[config.mk]
export PLATFORM = sky130hd
export DESIGN_NAME = k_counter_filter
export DESIGN_NICKNAME = d
export VERILOG_FILES = /design/src/rtl/k_counter_filter.sv
export SDC_FILE = /design/constraint.sdc
export NUM_CORES = 1
export LEC_CHECK = 0
export CORE_UTILIZATION = 50
export CTS_CLUSTER_SIZE = 14
export DETAILED_ROUTE_END_ITERATION = 8
export PLACE_DENSITY_LB_ADDON = 0.2
export SLEW_MARGIN = 25
export SYNTH_ARGS = -nofsm -noshare
export SYNTH_HDL_FRONTEND = slang
export SYNTH_SLANG_ARGS = --single-unit
[constraint.sdc]
create_clock -name clk -period 2.65 [get_ports clk]
set_clock_uncertainty 0.1 [all_clocks]
set_input_delay 0.3975 -clock clk [delete_from_list [all_inputs] [get_ports clk]]
set_output_delay 0.3975 -clock clk [all_outputs]
set_load 0.005 [all_outputs]
[src/rtl/k_counter_filter.sv]
// rtl/k_counter_filter.sv - DPLL K-counter loop filter with carry/borrow pulses and lock detect
module k_counter_filter #(
    parameter int MAX_KW   = 16,
    parameter int LOCK_WIN = 1024
) (
    input  logic              clk,
    input  logic              reset,
    input  logic              en,
    input  logic              dn_up,
    input  logic [4:0]        k_sel,
    output logic              carry,
    output logic              borrow,
    output logic              locked,
    output logic [MAX_KW-1:0] up_cnt,
    output logic [MAX_KW-1:0] dn_cnt
);

    localparam int              LCW      = $clog2(LOCK_WIN + 1);
    localparam logic [LCW-1:0]  LOCK_MAX = LCW'(LOCK_WIN);
    localparam logic [4:0]      K_MIN    = 5'd3;
    localparam logic [4:0]      K_MAX    = 5'(MAX_KW);

    logic              dn_up_r;
    logic [4:0]        k_eff;
    logic [LCW-1:0]    lock_cnt;

    logic [4:0]        k_clamped;
    logic [MAX_KW-1:0] k_mask;
    logic              up_wrap;
    logic              dn_wrap;
    logic              wrap;
    logic [LCW-1:0]    lock_next;

    // Clamp the requested modulus exponent and derive the wrap conditions for the active K.
    always_comb begin
        k_clamped = k_sel;
        if (k_sel < K_MIN) begin
            k_clamped = K_MIN;
        end else if (k_sel > K_MAX) begin
            k_clamped = K_MAX;
        end
        k_mask    = ~({MAX_KW{1'b1}} << k_eff);
        up_wrap   = !dn_up_r && (up_cnt == k_mask);
        dn_wrap   = dn_up_r && (dn_cnt == k_mask);
        wrap      = up_wrap || dn_wrap;
        lock_next = (lock_cnt == LOCK_MAX) ? lock_cnt : lock_cnt + LCW'(1);
    end

    // Phase-error registration, modulus tracking, counting, pulse generation and lock detection.
    always_ff @(posedge clk or negedge reset) begin
        if (!reset) begin
            dn_up_r  <= 1'b0;
            k_eff    <= K_MIN;
            up_cnt   <= '0;
            dn_cnt   <= '0;
            carry    <= 1'b0;
            borrow   <= 1'b0;
            lock_cnt <= '0;
            locked   <= 1'b0;
        end else begin
            dn_up_r <= dn_up;
            if (k_clamped != k_eff) begin
                // A new modulus restarts integration from scratch and discards lock history.
                k_eff    <= k_clamped;
                up_cnt   <= '0;
                dn_cnt   <= '0;
                carry    <= 1'b0;
                borrow   <= 1'b0;
                lock_cnt <= '0;
                locked   <= 1'b0;
            end else if (en) begin
                carry  <= up_wrap;
                borrow <= dn_wrap;
                if (!dn_up_r) begin
                    up_cnt <= up_wrap ? '0 : up_cnt + MAX_KW'(1);
                end else begin
                    dn_cnt <= dn_wrap ? '0 : dn_cnt + MAX_KW'(1);
                end
                if (wrap) begin
                    lock_cnt <= '0;
                    locked   <= 1'b0;
                end else begin
                    lock_cnt <= lock_next;
                    locked   <= (lock_next == LOCK_MAX);
                end
            end else begin
                carry  <= 1'b0;
                borrow <= 1'b0;
            end
        end
    end

endmodule
==> results.py, run 1 <==
metrics = {
    "final_layout": {
        "fill_cells": 650,
        "syn_to_final_growth_pct": 23.1,
        "drive_gt1_frac": 0.135,
        "final_cell_mix": "54 x nor2_1, 52 x nand2_1, 49 x dfrtp_1",
        "regArea_um2": 1310,
        "fin_nets": 553,
        "fin_cells": 640,
        "antenna_cells": 0,
        "multi_input_area_um2": 2380,
        "final_common_cell": "nor2_1",
    },
    "global_route": {
        "met3_usage": 0.0381,
        "grt_usage": 0.268,
        "grt_pass1_vias": 3680,
        "grt_start_max_net_pins": 53,
        "overflow": 0,
        "use_met1": 0.368,
        "antenna_found_initial": 0,
        "grt_pass1_wl_um": 17900,
        "grt.met2_usage": 0.444,
        "top_usage_layer": "met2",
    },
    "worst_setup_path": {
        "critPathRequiredTime_ns": 2.75,
        "cpPeakStageDelay_ns": 0.59,
        "cp_num_buf_inv": 3,
        "path_common_cell": "buf_4",
        "timing.rr.end": "lock_cnt[10]",
        "crit_slowest_cell": "dfstp_2",
        "end_kind": "flip-flop",
        "worstReg2RegStart": "k_eff[1]",
        "cp_data_arrival_time_ns": 2.64,
        "critPathLaunchType": "flip-flop",
        "worstPathCellList": "buf_4 > and2_1 > buf_4 > a32o_1 > o31ai_1 > a222oi_1 > nand4_2 > buf_4 > nand4_1 > a31oi_1",
        "critPathTopFamily": "compound AO/OA/AOI/OAI gates",
        "critPathKind": "flip-flop to flip-flop",
        "rr_worst_depth": 10,
        "critPathMaxFanout": 23,
        "rrSetupSlack_ns": 0.11,
    },
    "place": {
        "portBuffers": 43,
        "gp_congestion": 0.863,
        "dpl_worst_slack_ns": -0.0245,
        "place_inst": 622,
        "dp_hpwl_um": 7430,
    },
    "detailed_routing": {
        "drt-initial-drc-count": 325,
        "via_per_inst": 6.10,
        "drc": 0,
        "dr.pass1.iters": 5,
        "num_vias": 3902,
        "wl_per_cell_um": 16.4,
        "totalWireLength_um": 10500,
        "ant_nets": 0,
    },
    "hold_path": {
        "min_from": "dn_up",
        "holdPathStages": 1,
        "hold_class": "input pin to flip-flop",
        "hold_end": "dn_up_r",
    },
    "timing": {
        "fin_ws_ns": 0.113,
        "worst_pin_slew_ns": 0.558,
        "maxSlewHeadroom": 0.618,
        "min_period_ns": 2.54,
        "fmax_ghz": 0.394,
        "finalSetupViolations": 0,
        "drv_slew": 0,
        "finalCritPeriodShare": 0.957,
        "hold_viol_final": 0,
    },
    "synthesis": {
        "synth_seq_cells": 52,
        "syn_avg_cell_area_um2": 7.94,
        "synth_nets": 502,
        "synth_async_sr_flop_share": 1.00,
        "ys_types": 68,
        "ys_seq_area_frac": 0.336,
        "synth_area_um2": 3880,
        "ys.flop_type": "dfrtp_1",
        "ys.warnings.count": 0,
        "synth_edf_count": 0,
        "synth_cells": 489,
    },
    "run_status": {
        "status": "completed",
    },
    "clock_tree": {
        "cts.path.max_buffers": 2,
        "cts_num_sinks": 52,
        "cts.reportedPaths.clkPinSlew_ns": 0.10,
        "tritoncts": "yes",
        "root_buffer": "clkbuf_8",
        "cts_buffers": 5,
        "cts_max_level": 2,
        "clock_latency_ns": 0.32,
    },
    "flow_run": {
        "drv_cap": 0,
    },
    "floorplanning": {
        "die_area_um2": 8130,
        "die_w_um": 90.1,
        "boundaryPins": 44,
        "start_util": 0.527,
        "coreArea_um2": 7370,
        "rows": 31,
        "fp.dieH_um": 90.1,
    },
    "power": {
        "leakage_nw": 1.76,
        "power_density_nw_per_um2": 322,
        "max-vdd-ir-drop_mv": 0.204,
    },
}
## through the flow
step	utilization	hold WS, ns	setup TNS, ns	power [mW]	cell area (um^2)
final	0.649	0.416	0	1.54	4780
after global routing	0.649	0.422	-0.0900	1.61	4780
after global placement	0.615	0.313	0	1.04	4530
after detailed placement	0.615	0.313	-0.0245	1.04	4530
after CTS	0.629	0.408	0	1.54	4640
after floorplan	-	0.00191	0	0.951	3880
## power by group
part | internal [mW] | total, mW | switching, mW
logic | 0.0963 | 0.231 | 0.135
registers | 0.801 | 0.812 | 0.0112
clock network | 0.195 | 0.497 | 0.302
total | 1.09 | 1.54 | 0.448
## logic make-up (layout without fill, tap and decap cells)
logic type / Yosys count / in the layout / share of synthesized area
AND/OR/NAND/NOR: 227 / 227 / 0.300
AO/OA/AOI/OAI: 118 / 118 / 0.214
buffers and inverters: 55 / 107 / 0.0625
flip-flops: 52 / 52 / 0.336
XOR/XNOR: 32 / 32 / 0.0721
adder cells (fa/ha/maj): 4 / 4 / 0.0129
multiplexers: 1 / 1 / 0.00258
## repair_timing
| item | 4_1_cts | 5_1_grt |
|---|---|---|
| endpoints found under the setup margin | 0 | 44 |
| setup buffers | 0 | 8 |
| hold endpoints to repair | 50 | 0 |
| gates resized for setup | 0 | 16 |
| hold buffers | 1 | 0 |
## sequential cells by signal, summed over array words and instances, names as in the netlist
name	count
dn_cnt	16
k_eff	5
lock_cnt	11
borrow	1
locked	1
up_cnt	16
carry	1
dn_up_r	1
## cell usage after synthesis (3+ instances only)
cell type  count  area, um^2
o21ai_0       16        80.1
o31ai_1        6        45.0
nand4b_1       3        26.3
o2111ai_1      3        26.3
or3_1          5        31.3
a31oi_1       15        93.8
nor2_1        54         203
and2_1         4        25.0
a211oi_1       8        60.1
nand2_1       52         195
xnor2_1       17         149
nand4_1       17         106
ha_1           4        50.1
or4_1          3        22.5
nor4_1         7        43.8
nor2b_1        8        50.1
clkbuf_1      27         101
o21a_1         3        22.5
o22ai_1        3        18.8
o21bai_1       3        22.5
xor2_1        15         131
nand3_1       32         160
a21oi_1       22         110
a2111oi_0      4        35.0
and3_1         6        37.5
buf_2         10        50.1
o211ai_1      10        75.1
dfrtp_1       50        1250
o32ai_1        3        26.3
inv_1         11        41.3
nor3_1        20         100
buf_6          3        33.8
## final cells by class
class | count | area share
Timing Repair Buffer | 87 | 0.174
Clock buffer | 5 | 0.0144
Clock inverter | 3 | 0.00576
Inverter | 12 | 0.0102
Tap cell | 99 | 0.0259
Multi-Input combinational cell | 382 | 0.497
Sequential cell | 52 | 0.273
## worst max-delay path by stage
stage              endpoint  startpoint  cells past startpoint
2_1_floorplan    up_cnt[10]    k_eff[1]                      9
3_3_place_gp     up_cnt[15]    k_sel[2]                      8
3_5_place_dp     up_cnt[15]    k_sel[2]                      8
4_1_cts          dn_cnt[12]    k_eff[1]                      7
5_1_grt           dn_cnt[4]    k_eff[1]                      8
6_report       lock_cnt[10]    k_eff[1]                     10
## layer usage
metal / wire (um) / vias to the layer above
met5: 0 / -
met4: 133 / 0
met3: 493 / 12
met2: 5020 / 115
met1: 4840 / 1871
li1: - / 1904
No activity file was read; power rests on OpenSTA's default activity.
==> run 2: changes to the inputs <==
--- a/config.mk
+++ b/config.mk
@@ -5,6 +5,7 @@
 export SDC_FILE = /design/constraint.sdc
 export NUM_CORES = 1
 export LEC_CHECK = 0
+export CORE_MARGIN = 4
 export CORE_UTILIZATION = 50
 export CTS_CLUSTER_SIZE = 14
 export DETAILED_ROUTE_END_ITERATION = 8
==> results.py, run 2 (synthesis gave the netlist of run 1 again) <==
metrics = {
    "run_status": {
        "status": "finished with violations",
        "violations": "setup timing",
    },
    "power": {
        "p_comb_frac": 0.146,
        "power.switching_mw": 0.446,
        "switching_share": 0.291,
        "internal_power_mw": 1.08,
        "power_density_nw_per_um2": 325,
        "leakage_nw": 1.71,
        "clock_power_share": 0.322,
        "p_total_mw": 1.53,
        "pwr-share-seq": 0.532,
        "max-vdd-ir-drop_mv": 0.202,
    },
    "floorplanning": {
        "start_util": 0.524,
        "boundaryPins": 44,
        "die_w_um": 96.1,
        "die_area_um2": 9240,
        "coreArea_um2": 7410,
        "rows": 31,
        "fp.dieH_um": 96.1,
    },
    "final_layout": {
        "fin_nets": 548,
        "regArea_um2": 1300,
        "reg_top3": "dn_cnt x16, up_cnt x16, lock_cnt x11",
        "final_cell_mix": "53 x nor2_1, 52 x nand2_1, 50 x dfrtp_1",
        "syn_to_final_growth_pct": 21.1,
        "antenna_cells": 0,
        "multi_input_area_um2": 2360,
        "drive_gt1_frac": 0.123,
        "fill_cells": 655,
        "final_common_cell": "nor2_1",
    },
    "worst_setup_path": {
        "critPathRequiredTime_ns": 2.75,
        "timing.rr.end": "lock_cnt[9]",
        "path_common_cell": "buf_4",
        "critPathMaxFanout": 23,
        "cpPeakStageDelay_ns": 0.42,
        "critPathTopFamily": "compound AO/OA/AOI/OAI gates",
        "worstReg2RegStart": "k_eff[1]",
        "cp_data_arrival_time_ns": 2.78,
        "critPathLaunchType": "flip-flop",
        "rr_worst_depth": 10,
        "rrSetupSlack_ns": -0.02,
        "worstPathCellList": "buf_4 > buf_4 > a211oi_2 > nor3b_1 > o31ai_1 > a222oi_1 > nand4_2 > buf_8 > o2111ai_1 > a31oi_1",
        "critPathKind": "flip-flop to flip-flop",
        "cp_num_buf_inv": 3,
        "end_kind": "flip-flop",
        "crit_slowest_cell": "dfstp_2",
    },
    "clock_tree": {
        "clock_latency_ns": 0.32,
        "tritoncts": "yes",
        "cts.path.max_buffers": 2,
        "cts_buffers": 5,
        "cts_max_level": 2,
        "root_buffer": "clkbuf_8",
        "cts_num_sinks": 52,
        "cts.reportedPaths.clkPinSlew_ns": 0.11,
    },
    "global_route": {
        "grt_usage": 0.239,
        "antenna_found_initial": 0,
        "grt_pass1_wl_um": 17500,
        "grt_pass1_vias": 3538,
        "overflow": 0,
        "grt_start_max_net_pins": 35,
    },
    "timing": {
        "maxSlewHeadroom": 0.595,
        "min_period_ns": 2.67,
        "fin_ws_ns": -0.0214,
        "grt_setup_unrepaired": "yes",
        "finalCritPeriodShare": 1.01,
        "fin_tns_setup_ns": -0.0214,
        "finalSetupViolations": 1,
        "drv_slew": 0,
        "worst_pin_slew_ns": 0.608,
        "fmax_ghz": 0.374,
        "hold_viol_final": 0,
    },
    "flow_run": {
        "drv_cap": 0,
    },
    "hold_path": {
        "min_from": "dn_up",
        "holdPathStages": 1,
        "hold_class": "input pin to flip-flop",
        "hold_end": "dn_up_r",
    },
    "place": {
        "gp_congestion": 0.943,
        "dp_hpwl_um": 7700,
        "portBuffers": 43,
        "dpl_worst_slack_ns": -0.0445,
    },
    "detailed_routing": {
        "num_vias": 3927,
        "via_per_inst": 6.18,
        "totalWireLength_um": 10700,
        "ant_nets": 0,
        "dr.pass1.iters": 5,
        "wl_per_cell_um": 16.8,
        "drc": 0,
        "drt-initial-drc-count": 229,
    },
}
[run 2: power groups by stage]
stage | Combinational, mW | Clock, mW | Sequential [mW]
floorplan | 0.130 | 0 | 0.821
global placement | 0.212 | 0 | 0.827
detailed placement | 0.214 | 0 | 0.828
CTS | 0.215 | 0.504 | 0.813
global route | 0.246 | 0.537 | 0.815
finish | 0.224 | 0.493 | 0.814
[run 2: worst max path at each step]
stage | from | slack (ns) | cells past startpoint | to
detailed placement | k_sel[2] | -0.04 | 8 | up_cnt[15]
global route | k_eff[1] | -0.09 | 10 | lock_cnt[9]
finish | k_eff[1] | -0.02 | 10 | lock_cnt[9]
floorplan | k_eff[1] | 0.17 | 9 | up_cnt[10]
CTS | k_eff[1] | 0.03 | 10 | lock_cnt[9]
global placement | k_sel[2] | 0.11 | 8 | up_cnt[7]
[run 2: layout make-up]
| type | count | area share |
|---|---|---|
| Tap cell | 99 | 0.0263 |
| Multi-Input combinational cell | 382 | 0.503 |
| Clock inverter | 3 | 0.00558 |
| Sequential cell | 52 | 0.277 |
| Timing Repair Buffer | 82 | 0.164 |
| Clock buffer | 5 | 0.0146 |
| Inverter | 12 | 0.0104 |
[run 2: timing repair]
| action | CTS | global route |
|---|---|---|
| gates resized for setup | 0 | 11 |
| hold endpoints to repair | 18 | 0 |
| setup endpoints to repair | 0 | 41 |
| buffers inserted | 0 | 2 |
| hold buffers | 1 | 0 |
[run 2: layer usage]
| layer | GRT usage | share of wire | wire [um] | vias to the layer above |
|---|---|---|---|---|
| met1 | 0.330 | 0.43 | 4630 | 1870 |
| met5 | 0 | 0 | 0 | - |
| met2 | 0.394 | 0.49 | 5200 | 149 |
| met3 | 0.0297 | 0.057 | 605 | 22 |
| li1 | - | - | - | 1886 |
| met4 | 0.0664 | 0.022 | 234 | 0 |
[run 2: through the flow]
| stage | area (um^2) | cells | hold WS (ns) | util |
|---|---|---|---|---|
| floorplan | 3880 | 489 | 0.00191 | - |
| global placement | 4540 | 624 | 0.335 | 0.613 |
| detailed placement | 4540 | 624 | 0.340 | 0.613 |
| CTS | 4650 | 633 | 0.400 | 0.628 |
| global route | 4710 | 635 | 0.398 | 0.635 |
| finish | 4710 | 635 | 0.404 | 0.635 |
